File: src/rtl/serial_addsub_sched.sv
// rtl/serial_addsub_sched.sv - two-lane bit-serial add/subtract unit with round-robin issue
// One full_adder cell sequenced LSB first over WIDTH cycles, result on a valid/ready channel.

module full_adder (
  input  logic a,
  input  logic b,
  input  logic ci,
  output logic s,
  output logic co
);
  assign s  = a ^ b ^ ci;
  assign co = (a & b) | (ci & (a ^ b));
endmodule

module serial_addsub_sched #(
  parameter int WIDTH = 32
) (
  input  logic               clk,
  input  logic               rst,
  input  logic [1:0]         req_valid_i,
  output logic [1:0]         req_ready_o,
  input  logic [1:0]         req_sub_i,
  input  logic [2*WIDTH-1:0] req_a_i,
  input  logic [2*WIDTH-1:0] req_b_i,
  output logic               rsp_valid_o,
  input  logic               rsp_ready_i,
  output logic               rsp_lane_o,
  output logic [WIDTH-1:0]   rsp_sum_o,
  output logic               rsp_cout_o,
  output logic               busy_o
);
  localparam int CW = $clog2(WIDTH);

  typedef enum logic [1:0] {IDLE, RUN, RESP} state_t;

  state_t           state, state_nxt;
  logic             last_grant;
  logic             lane;
  logic [WIDTH-1:0] a_sh, b_sh, res_sh;
  logic             carry;
  logic [CW-1:0]    cnt;
  logic             fa_s, fa_co;
  logic             grant_lane;
  logic             grant;
  logic [WIDTH-1:0] sel_a, sel_b;
  logic             sel_sub;

  full_adder u_fa (
    .a  (a_sh[0]),
    .b  (b_sh[0]),
    .ci (carry),
    .s  (fa_s),
    .co (fa_co)
  );

  // Ready is only ever raised for a lane that is valid, so ready alone marks the handshake.
  always_comb begin
    state_nxt   = state;
    req_ready_o = 2'b00;
    case (state)
      IDLE: begin
        case (req_valid_i)
          2'b01:   req_ready_o = 2'b01;
          2'b10:   req_ready_o = 2'b10;
          2'b11:   req_ready_o = last_grant ? 2'b01 : 2'b10;
          default: req_ready_o = 2'b00;
        endcase
        if (|req_ready_o) state_nxt = RUN;
      end
      RUN:     if (cnt == CW'(WIDTH - 1)) state_nxt = RESP;
      RESP:    if (rsp_ready_i) state_nxt = IDLE;
      default: state_nxt = IDLE;
    endcase
  end

  assign grant      = (state == IDLE) && (|req_ready_o);
  assign grant_lane = req_ready_o[1];
  assign sel_a      = grant_lane ? req_a_i[WIDTH +: WIDTH] : req_a_i[0 +: WIDTH];
  assign sel_b      = grant_lane ? req_b_i[WIDTH +: WIDTH] : req_b_i[0 +: WIDTH];
  assign sel_sub    = req_sub_i[grant_lane];

  // Subtraction is a + ~b + 1: invert B at latch time and seed the carry with 1.
  always_ff @(posedge clk or posedge rst) begin
    if (rst) begin
      state      <= IDLE;
      last_grant <= 1'b1;
      lane       <= 1'b0;
      a_sh       <= '0;
      b_sh       <= '0;
      res_sh     <= '0;
      carry      <= 1'b0;
      cnt        <= '0;
    end else begin
      state <= state_nxt;
      if (grant) begin
        a_sh       <= sel_a;
        b_sh       <= sel_b ^ {WIDTH{sel_sub}};
        carry      <= sel_sub;
        lane       <= grant_lane;
        last_grant <= grant_lane;
        cnt        <= '0;
      end else if (state == RUN) begin
        a_sh   <= a_sh >> 1;
        b_sh   <= b_sh >> 1;
        res_sh <= {fa_s, res_sh[WIDTH-1:1]};
        carry  <= fa_co;
        cnt    <= cnt + CW'(1);
      end
    end
  end

  assign rsp_valid_o = (state == RESP);
  assign busy_o      = (state != IDLE);
  assign rsp_lane_o  = lane;
  assign rsp_sum_o   = res_sh;
  assign rsp_cout_o  = carry;
endmodule
File: config.mk
export PLATFORM = sky130hd
export DESIGN_NAME = serial_addsub_sched
export DESIGN_NICKNAME = d
export VERILOG_FILES = /design/src/rtl/serial_addsub_sched.sv
export SDC_FILE = /design/constraint.sdc
export NUM_CORES = 1
export LEC_CHECK = 0
export CORE_ASPECT_RATIO = 1.2
export CORE_UTILIZATION = 47
export DETAILED_ROUTE_END_ITERATION = 7
export PLACE_DENSITY = 0.8
export SYNTH_ARGS = -nofsm -noshare
export SYNTH_HDL_FRONTEND = slang
export SYNTH_SLANG_ARGS = --single-unit
export TNS_END_PERCENT = 10
File: constraint.sdc
create_clock -name clk -period 4.4 [get_ports clk]
set_input_delay 0.88 -clock clk [delete_from_list [all_inputs] [get_ports clk]]
set_output_delay 0.88 -clock clk [all_outputs]
set_load 0.03 [all_outputs]
Word-level counts from Yosys, hierarchy flattened
Index checks and enable logic that the tools add are counted.
{"block": "classes", "add_sub_neg": 1, "multipliers": 0, "div_mod_pow": 0, "n_lt_le_gt_ge": 1, "eq_ne": 9, "n_shift": 0, "muxes": 20, "bitwise_logic": 7, "n_reduce_logical": 8}
{"operator": "$mux W32", "count": 6}
{"operator": "$xor A32 B32 Y32", "count": 1}
{"operator": "$mux W2", "count": 6}
{"operator": "$pmux W2 S3", "count": 2}
{"operator": "$mux W5", "count": 2}
{"operator": "$eq A2 B2 Y1 const B", "count": 3}
{"operator": "$add A5 B1 Y5 const B", "count": 1}
{"operator": "$eq A5 B5 Y1 const B", "count": 1}
{"operator": "$eq A2 B1 Y1 const B", "count": 2}
{"operator": "$mux W1", "count": 4}
{"operator": "$ne A2 B2 Y1 const B", "count": 2}
{"operator": "$reduce_bool A2 Y1", "count": 2}
{"operator": "$reduce_or A2 Y1", "count": 2}
{"operator": "$reduce_and A3 Y1", "count": 1}
{"operator": "$and A1 B1 Y1", "count": 2}
{"operator": "$logic_not A2 Y1", "count": 1}
{"operator": "$lt A1 B2 Y1 const B", "count": 1}
{"operator": "$ne A2 B1 Y1 const B", "count": 1}
{"operator": "$reduce_and A2 Y1", "count": 1}
{"operator": "$xor A1 B1 Y1", "count": 2}
{"operator": "$logic_and A1 B1 Y1", "count": 1}
{"operator": "$not A1 Y1", "count": 1}
{"operator": "$or A1 B1 Y1", "count": 1}
{"block": "word_totals", "reg_bits": 106, "latch_bits": 0, "ram_bits": 0, "rom_bits": 0, "input_bits": 135, "out_inout_bits": 38, "word_cells": 54, "mem_count": 0}

Logic depth before layout (Yosys ltp)
{"block": "depth", "depth_word": 8, "ltp_mapped": 6}

By module
From an unflattened synthesis, not the netlist that was laid out.
{"block": "unflattened", "hier_cells": 644, "hier_area_um2": 6073.3}
{"mod": "serial_addsub_sched", "n_inst": 1, "cells_each": 643, "area_each_um2": 6053.3, "seq_area_each_um2": 2653.8}
{"mod": "full_adder", "n_inst": 1, "cells_each": 1, "area_each_um2": 20.0, "seq_area_each_um2": 0.0}

Worst setup path after synthesis
No wires, ideal clock.
{"block": "synth_timing", "kind": "input to output", "start": "input port req_valid_i[0]", "end": "output port req_ready_o[0]", "t_arrival_ns": 1.949, "required_time_ns": 3.520, "slack_ns": 1.571, "stages": 4, "n_path_buf": 2, "cell_sequence": "or3b_1 buf_6 buf_6 nor2_1"}
{"block": "synth_between", "elab_chain_cells": 4}
{"item": "start, declared", "line": "20", "rtl": "input logic [1:0] req_valid_i,"}
{"item": "$eq A2 B2 Y1 or $eq A2 B1 Y1 (tied branches)", "line": "62", "rtl": "case (req_valid_i)"}
{"item": "$pmux W2 S3 *", "line": "62"}
{"item": "$mux W2 * (2 in a row)", "line": "60", "rtl": "case (state)"}
{"item": "end, declared", "line": "21", "rtl": "output logic [1:0] req_ready_o,"}
Mark *: on every way between the ends. The rest lies on a longest branch, timed or not. The select of a mux whose other input is x is not followed.

Final worst setup path
Ends and elaborated chain as after synthesis.

==> summary.txt <==
status - complete, no violations
Hold Vio Cnt, Final - 0
area leader, netlist - dfrtp_1
total CTS buffers - 9
Layout area overhead - 35.7%
H-Tree Depth - 3
proportion of power drawn by the clock network - 18.2%
CP max FO - 5
fmax - 274 MHz
setup bufs post-CTS - 0
vias in the first global route - 4943
Root Driver - clkbuf_16
largest net degree at the start of global routing - 105
Total GRT Usage - 24.2%
remaining antenna violation count - 0
input/output buffers - 172
Die ar. - 12400 sq um
Seq/Total Area, Yosys - 47.4%
Total Negative Setup Slacks - 0 ns
clock sink total - 106
fin nets - 861
core area - 11600 sq um
commonest non-fill, non-tap cell in the layout - clkdlybuf4s50_1
Die W - 102 microns
clock skew after layout - 0.00647 ns
setup violators final - 0
Power per Cell Area - 584 nW/um^2
Switching Share - 38.7%
hold_buf cts - 0
ys flop type - dfrtp_1
Slew Limit Fails - 0
Syn Nets - 732
asr flop ratio synth - 100%
Final Cycle Share - 82.9%
crit start category - input port
area of placed instances - 7300 sq um
synthesized area - 5600 sq um
Routed WL per cell - 16.6 microns
Yosys reg bits - 106
minimum clock period - 3.65 ns
Required @ worst endpoint - 3.52 ns
I/O Pins - 173
sw power - 1.72 mW
sequential power share - 39.0%
CTS max path bufs - 2
DRT Pass-1 Iters - 4
clk_lat worst skew - 0.34 ns
DR vias - 5094
RSZ-0062 raised after global routing - no
Least-Margin Pin Slew - 1.18 ns
P_leak - 2.98 nW
Design Area, Final - 7600 sq um
filler cell count - 941
die height - 122 microns
total gr overflow - 0
CTS tree - done
final WL - 14700 microns
worst hold path class - reg2reg
P_int - 2.72 mW
first-pass GRT wire length - 23700 microns
Critical Setup Path Class - in2out
area share of the largest cell type after synthesis - 46.9%
HPWL after DPL - 9470 microns
Slew HR - 21.0%
iteration-0 DRC count of the detailed router - 267
top cells by area, synth - dfrtp_1, o32ai_1, nand2_1
VDD IR max - 0.000453 V
initial core utilization - 48.4%
Post-synth EDFFs - 0
routed vias/inst - 5.76
Max-cap violations - 0
Worst Setup End Kind - output port
number of diodes - 0
Warnings, synthesis - 0
CTS resizes - 0
layout cell share with drive strength beyond 1 - 5.36%
Syn Area/Cell - 9.43 sq um
arrival time at the worst endpoint - 2.77 ns
Cell variety after synth - 36
Logic pwr share - 42.8%
GP Congestion - 0.802
initial antenna violation count - 0
Rows - 43
Remaining DRCs - 0
cell count after synthesis - 594
clk slew on worst S/H paths - 0.07 ns
most frequent cells in the layout - clkdlybuf4s50_1, dfrtp_1, nand2_1
[power groups by stage]
stage / Sequential [mW] / Clock (mW) / Combinational, mW
2_1_floorplan: 1.93 / 0 / 1.03
3_3_place_gp: 1.72 / 0 / 1.85
3_5_place_dp: 1.75 / 0 / 1.91
4_1_cts: 1.73 / 0.825 / 1.92
5_1_grt: 1.79 / 0.867 / 2.08
6_report: 1.73 / 0.807 / 1.90
[cell type report]
type                       instances  area [sq um]  area share (%)
timing repair buffer             181          1780            23.4
tap                              157           196            2.58
inverter                           2          10.0           0.132
clock buffer                      14           264            3.47
multi-input combinational        423          2670            35.1
clock inverter                     2          35.0           0.461
sequential                       106          2650            34.9
[synthesized netlist by cell type (3+ instances only)]
cell        n
dfrtp_1   105
nand2_1   102
a21oi_1    63
nor3_1     62
o32ai_1    60
xnor2_1    33
a211oi_1   32
xor2_1     31
buf_2      29
clkbuf_1   16
buf_1      15
o21ai_0     7
mux2i_1     5
nor2_1      5
buf_6       3
[through the flow]
stage                     total power, mW  std cells  setup WS (ns)  util (%)  hold WS, ns
after global placement               3.57        869          0.769      63.1        0.448
after detailed placement             3.66        869          0.769      63.1        0.479
after CTS                            4.48        885          0.749      65.7        0.496
after global routing                 4.74        885          0.693      65.7        0.512
after floorplan                      2.97        594          0.733         -        0.431
final                                4.44        885          0.753      65.7        0.487
[worst max-delay path, cell delays in order]
cell             delay (ns)
clkdlybuf4s50_1        0.54
or3b_2                 0.47
nor2_1                 0.17
clkdlybuf4s50_1        0.70
[registers in the layout, summed over array words and instances (netlist names)]
register and count:
a_sh 32, b_sh 32, rsp_sum_o 32, cnt 5
state 2, last_grant 1, rsp_cout_o 1, rsp_lane_o 1
[metal layers]
metal  GRT usage, %  up-vias  wire length (microns)
met3           3.38       21                    876
met4           10.1        0                    279
met2           39.8      205                   7290
li1               -     2409                      -
met5              0        -                      0
met1           31.9     2459                   6260
[worst paths after layout]
path | endpoint | slack (ns) | depth (start not counted) | startpoint
min in group asynchronous | rsp_sum_o[24] | 1.04 | 2 | rst
max in group asynchronous | rsp_sum_o[0] | 2.44 | 3 | rst
worst min-delay path | rsp_sum_o[30] | 0.49 | 2 | rsp_sum_o[31]
worst max register to register | b_sh[3] | 2.32 | 3 | state[1]
worst max-delay path | req_ready_o[0] | 0.75 | 4 | req_valid_i[0]
worst min register to register | rsp_sum_o[30] | 0.49 | 2 | rsp_sum_o[31]
[kinds of logic after synthesis]
group | after synthesis | synth area share, %
and+or+nand+nor | 179 | 13.9
AOI/OAI and AO/OA | 172 | 21.7
DFF | 106 | 47.4
buffers and inverters | 65 | 5.40
xor gates and xnor gates | 64 | 10.0
muxes | 5 | 0.893
adders and majority gates | 3 | 0.804
(Power assumes the default switching activity.)
